[src/rtl/ping_pong_sched_pkg.sv]
// Shared types and widths for the ping-pong write scheduler and its round-robin picker.
package ping_pong_sched_pkg;

  // Holds 0..254, enough for any legal BURST_LEN up to 255.
  localparam int BURST_CNT_W = 8;

  typedef enum logic [1:0] {
    IDLE    = 2'd0,
    GRANT_A = 2'd1,
    GRANT_B = 2'd2
  } sched_state_e;

  typedef enum logic {
    SRC_A = 1'b0,
    SRC_B = 1'b1
  } src_e;

endpackage

[src/rtl/pp_rr_pick.sv]
// Two-way round-robin pick: on a tie, the requester not served last wins.
module pp_rr_pick
  import ping_pong_sched_pkg::*;
(
  input  logic req_a,
  input  logic req_b,
  input  src_e last_served,
  output logic win_valid,
  output src_e winner
);

  always_comb begin
    win_valid = req_a | req_b;
    winner    = SRC_A;
    if (req_a && req_b) begin
      winner = (last_served == SRC_A) ? SRC_B : SRC_A;
    end else if (req_b) begin
      winner = SRC_B;
    end
  end

endmodule

[src/rtl/ping_pong_write_scheduler.sv]
// Arbitrates two beat requesters onto one ping-pong buffer write port in bounded bursts.
// Optional per-requester accepted-beat counters are added when PP_SCHED_STATS_EN is defined.
//
//   state   | meaning
//   IDLE    | no owner; pick a requester via round-robin
//   GRANT_A | A owns the write port until BURST_LEN beats or req_a drops
//   GRANT_B | B owns the write port until BURST_LEN beats or req_b drops
module ping_pong_write_scheduler
  import ping_pong_sched_pkg::*;
#(
  parameter int DATA_W    = 8,
  parameter int BURST_LEN = 4
) (
  input  logic              clk,
  input  logic              rst,
  input  logic              req_a,
  input  logic              req_b,
  input  logic              valid_a,
  input  logic              valid_b,
  input  logic [DATA_W-1:0] data_a,
  input  logic [DATA_W-1:0] data_b,
  output logic              gnt_a,
  output logic              gnt_b,
  output logic              ready_a,
  output logic              ready_b,
  input  logic              write_full,
  output logic              write_en,
  output logic [DATA_W-1:0] write_data,
  output logic              busy
`ifdef PP_SCHED_STATS_EN
  ,
  output logic [15:0]       beat_cnt_a,
  output logic [15:0]       beat_cnt_b
`endif
);

  localparam logic [BURST_CNT_W-1:0] LAST_BEAT = BURST_CNT_W'(BURST_LEN - 1);

  sched_state_e            state, state_nxt;
  src_e                    last_served, last_nxt;
  logic [BURST_CNT_W-1:0]  burst_cnt;
  logic                    pick_valid;
  src_e                    pick;
  logic                    accept;
  logic                    burst_done;

  pp_rr_pick u_pick (
    .req_a       (req_a),
    .req_b       (req_b),
    .last_served (last_served),
    .win_valid   (pick_valid),
    .winner      (pick)
  );

  // Every state change is a grant change, so the burst counter clears on it.
  always_ff @(posedge clk or posedge rst) begin
    if (rst) begin
      state       <= IDLE;
      last_served <= SRC_B;
      burst_cnt   <= '0;
    end else begin
      state       <= state_nxt;
      last_served <= last_nxt;
      if (state_nxt != state) begin
        burst_cnt <= '0;
      end else if (accept) begin
        burst_cnt <= burst_cnt + 1'b1;
      end
    end
  end

  always_comb begin
    state_nxt  = state;
    last_nxt   = last_served;
    burst_done = accept && (burst_cnt == LAST_BEAT);
    case (state)
      IDLE: begin
        if (pick_valid) begin
          state_nxt = (pick == SRC_A) ? GRANT_A : GRANT_B;
          last_nxt  = pick;
        end
      end
      GRANT_A: begin
        if (burst_done || !req_a) begin
          if (req_b) begin
            state_nxt = GRANT_B;
            last_nxt  = SRC_B;
          end else begin
            state_nxt = IDLE;
          end
        end
      end
      GRANT_B: begin
        if (burst_done || !req_b) begin
          if (req_a) begin
            state_nxt = GRANT_A;
            last_nxt  = SRC_A;
          end else begin
            state_nxt = IDLE;
          end
        end
      end
      default: state_nxt = IDLE;
    endcase
  end

  always_comb begin
    gnt_a      = (state == GRANT_A);
    gnt_b      = (state == GRANT_B);
    busy       = (state != IDLE);
    ready_a    = gnt_a && !write_full;
    ready_b    = gnt_b && !write_full;
    write_en   = 1'b0;
    write_data = '0;
    if (gnt_a) begin
      write_en   = valid_a && ready_a;
      write_data = data_a;
    end else if (gnt_b) begin
      write_en   = valid_b && ready_b;
      write_data = data_b;
    end
    accept = write_en;
  end

`ifdef PP_SCHED_STATS_EN
  always_ff @(posedge clk or posedge rst) begin
    if (rst) begin
      beat_cnt_a <= '0;
      beat_cnt_b <= '0;
    end else if (accept) begin
      if (gnt_a && (beat_cnt_a != 16'hFFFF)) beat_cnt_a <= beat_cnt_a + 16'd1;
      if (gnt_b && (beat_cnt_b != 16'hFFFF)) beat_cnt_b <= beat_cnt_b + 16'd1;
    end
  end
`endif

endmodule

[config.mk]
export PLATFORM = sky130hd
export DESIGN_NAME = ping_pong_write_scheduler
export DESIGN_NICKNAME = d
export VERILOG_FILES = /design/src/rtl/ping_pong_sched_pkg.sv /design/src/rtl/pp_rr_pick.sv /design/src/rtl/ping_pong_write_scheduler.sv
export SDC_FILE = /design/constraint.sdc
export NUM_CORES = 1
export LEC_CHECK = 0
export CORE_MARGIN = 2
export CORE_UTILIZATION = 46
export CTS_BUF_LIST = sky130_fd_sc_hd__clkbuf_4
export DETAILED_ROUTE_END_ITERATION = 12
export MAX_ROUTING_LAYER = met4
export PLACE_DENSITY = 0.81
export SETUP_SLACK_MARGIN = 0.15
export SYNTH_ARGS = -nofsm -noshare
export SYNTH_HDL_FRONTEND = slang
export SYNTH_SLANG_ARGS = --single-unit
[constraint.sdc]
create_clock -name clk -period 2.9 [get_ports clk]
set_input_delay 0.87 -clock clk [delete_from_list [all_inputs] [get_ports clk]]
set_output_delay 0.87 -clock clk [all_outputs]
set_load 0.02 [all_outputs]
==> results.sh <==
export IMPL_outcome="completed"
export IMPL_area_growth_synth_to_final_pct=38.67
export IMPL_fin_crit_sh=0.9354
export IMPL_synth_edf_count=0
export IMPL_cts_hold_buffers=0
export IMPL_initial_core_util=0.4758
export IMPL_cap_violations=0
export IMPL_die_h_microns=51.37
export IMPL_worst_path_buf_inv=2
export IMPL_placement_cell_area_sq_um=1413
export IMPL_core_area_sq_um=2170
export IMPL_track_usage=0.2146
export IMPL_setup_viol=0
export IMPL_dp_cells=176
export IMPL_fin_area_sq_um=1431
export IMPL_clockBufferDepth=2
export IMPL_grt_setup_unrepaired="yes"
export IMPL_port_buffers=36
export IMPL_synth_xor_area_frac=0.05939
export IMPL_synth_top_family_by_area="compound AO/OA/AOI/OAI gates"
export IMPL_multiInputGateArea_sq_um=681.9
export IMPL_synth_compound_area_frac=0.2848
export IMPL_layout_commonest_cell="clkdlybuf4s50_1"
export IMPL_vias=1039
export IMPL_clk_pin_slew_ns=0.07
export IMPL_clock_skew_ns=0.009565
export IMPL_reg2reg_depth=8
export IMPL_hold_depth=2
export IMPL_worstHoldEndpoint="burst_cnt[7]"
export IMPL_nFillCells=190
export IMPL_first_global_vias=989
export IMPL_grt_max_degree=17
export IMPL_cts_made_buffers=3
export IMPL_n_antenna_cell=0
export IMPL_cts_root_buf="clkbuf_4"
export IMPL_dp_hpwl_microns=2098
export IMPL_syn_area_per_cell_sq_um=9.216
export IMPL_cp_cell_sequence="clkdlybuf4s50_1 -> a22o_1 -> dlygate4sd2_1"
export IMPL_fin_crit_ns=2.713
export IMPL_cp_top_family="buffers and inverters"
export IMPL_fin_ws_ns=0.1875
export IMPL_layout_common_cells="clkdlybuf4s50_1, nor2_1, dfrtp_1"
export IMPL_pwr_share_comb=0.693
export IMPL_drt_first_pass_iters=4
export IMPL_cpMaxStageDelayCell="clkdlybuf4s50_1"
export IMPL_r2r_slack_ns=0.55
export IMPL_syn_instance_count=112
export IMPL_seq_power_share=0.205
export IMPL_die_x_microns=51.37
export IMPL_end_kind="primary output"
export IMPL_tns_ns=0
export IMPL_power_density_nw_per_um2=755.1
export IMPL_insertion_delay_ns=0.27
export IMPL_max_stage_delay_ns=0.42
export IMPL_synthArstFlopShare=1.000
export IMPL_cp_arrival_ns=1.84
export IMPL_drt_wl_total_microns=2662
export IMPL_nets=182
export IMPL_gr_total_overflow=0
export IMPL_yosysTopAreaCell="dfrtp_1"
export IMPL_max_vdd_ir_drop_v=0.0004885
export IMPL_p_leak_nw=0.6411
export IMPL_muxShareOfSynthArea=0.02061
export IMPL_seq_area_sq_um=277.8
export IMPL_slew_viol_final=0
export IMPL_remaining_drc_errors=0
export IMPL_startpoint_type="input pin"
export IMPL_synth_net_count=140
export IMPL_ios=37
export IMPL_crit_fanout=1
export IMPL_antenna_found_initial=0
export IMPL_htree_levels=1
export IMPL_cp_required_ns=2.03
export IMPL_clock_power_share=0.102
export IMPL_synth_main_ff_cell="dfrtp_1"
export IMPL_numClockSinks=11
export IMPL_p_switching_mw=0.4933
export IMPL_cts_tree="built"
export IMPL_min_delay_start="burst_cnt[7]"
export IMPL_yosysUniqueCellTypes=47
export IMPL_yosys_area_share_simple=0.2303
export IMPL_yosys_register_bits=11
export IMPL_drive_gt1_frac=0.2026
export IMPL_hp_class="reg2reg"
export IMPL_wl_per_cell_microns=14.71
export IMPL_path_class="in2out"
export IMPL_yosys_warnings=0
export IMPL_tightest_slew_ns=0.4712
export IMPL_grt_pass1_wl_microns=4167
export IMPL_rr_startpoint="state[1]"
export IMPL_gp_congestion=0.8439
export IMPL_antenna_left=0
export IMPL_post_place_ws_ns=-0.2594
export IMPL_fmax_mhz=368.7
export IMPL_synth_adder_area_share=0.06061
export IMPL_seq_area_frac_synth=0.2679
export IMPL_row_count=17
export IMPL_relSlewSlack=0.6815
export IMPL_internal_power_mw=0.5875
export IMPL_avgViaCountPerCell=5.740
export IMPL_yosysTopAreaCellShare=0.2424
export IMPL_hold_violations=0
export IMPL_syn_area_sq_um=1032
export IMPL_switching_share=0.4564
export IMPL_synthTopCellsByArea="dfrtp_1, a22o_1, ha_1, xor2_1, nor2_1"
export IMPL_reg2reg_to="last_served"
export IMPL_dieArea_sq_um=2639
export IMPL_drt_iter0_markers=18
export IMPL_stdcell_count=181
## layer usage
metal  track usage  vias up  routed length (microns)
met5             -        -                        0
met4       0.09211        0                       13
met3       0.04386        2                      318
met2        0.3910       53                     1340
met1        0.2216      479                      990
li1              -      505                        -
## per-stage QoR
stage	util	hold slack (ns)	power, mW
finish	0.6597	0.5734	1.081
global route	0.6597	0.6225	1.159
CTS	0.6638	0.5811	1.086
detailed placement	0.6511	0.5636	1.004
global placement	0.6511	0.5560	0.9842
floorplan	-	0.5199	0.7297
## layout make-up
class	instances	share of cell area
Inverter	5	0.01311
Sequential cell	11	0.1941
Multi-Input combinational cell	90	0.4764
Timing Repair Buffer	43	0.2710
Clock buffer	4	0.02098
Tap cell	28	0.02448
## power groups by stage
| stage | clock, mW | combinational [mW] | sequential (mW) |
|---|---|---|---|
| after floorplan | 0 | 0.510 | 0.220 |
| after global placement | 0 | 0.760 | 0.224 |
| after detailed placement | 0 | 0.776 | 0.228 |
| after CTS | 0.116 | 0.751 | 0.219 |
| after global routing | 0.118 | 0.814 | 0.227 |
| final | 0.110 | 0.749 | 0.221 |
## worst reg2reg max path, delay by kind of cell (launching register included)
family / cells / cell delay (ns)
buf+inv: 2 / 0.30
compound gates: 3 / 0.71
mux: 1 / 0.38
simple gates: 1 / 0.25
fa+ha+maj: 1 / 0.22
flops: 1 / 0.42
## kinds of logic (layout without fill, tap and decap cells)
group,count (synthesis),after routing
AOI/OAI and AO/OA,36,36
xor gates and xnor gates,7,7
adders and majority gates,5,5
buffers and inverters,11,52
DFF,11,11
muxes,2,2
and+or+nand+nor,40,40
## sequential cells by signal, indices dropped and copies added (netlist names)
register     count
burst_cnt        8
last_served      1
state            2
## cells in the mapped netlist, types with 2 or more instances
cell type and n:
inv_1 5, dfrtp_1 10, a21oi_1 2, ha_1 5, o21ai_0 5, a2111o_1 2, xor2_1 6, nand2_1 6
and3_2 2, nand4_1 5, and2b_1 2, a22o_1 8, nor2_1 12, o211ai_1 2, and2b_2 3, a31oi_1 3
clkbuf_8 3, clkbuf_1 2
## worst max-delay path by stage
| stage | startpoint | to | slack (ns) | cells past startpoint |
|---|---|---|---|---|
| after floorplan | state[0] | write_data[0] | 0.41 | 6 |
| after global placement | valid_b | write_en | -0.24 | 4 |
| after detailed placement | valid_b | write_en | -0.26 | 4 |
| after CTS | valid_b | write_en | 0.08 | 4 |
| after global routing | state[0] | write_data[3] | 0.12 | 6 |
| final | data_a[7] | write_data[7] | 0.19 | 3 |
## repair_timing
action	4_1_cts	5_1_grt
setup endpoints to repair	13	12
hold endpoints to repair	0	0
gates resized for setup	17	8
buffers inserted	1	0
Power figures use the tool's default switching activity.
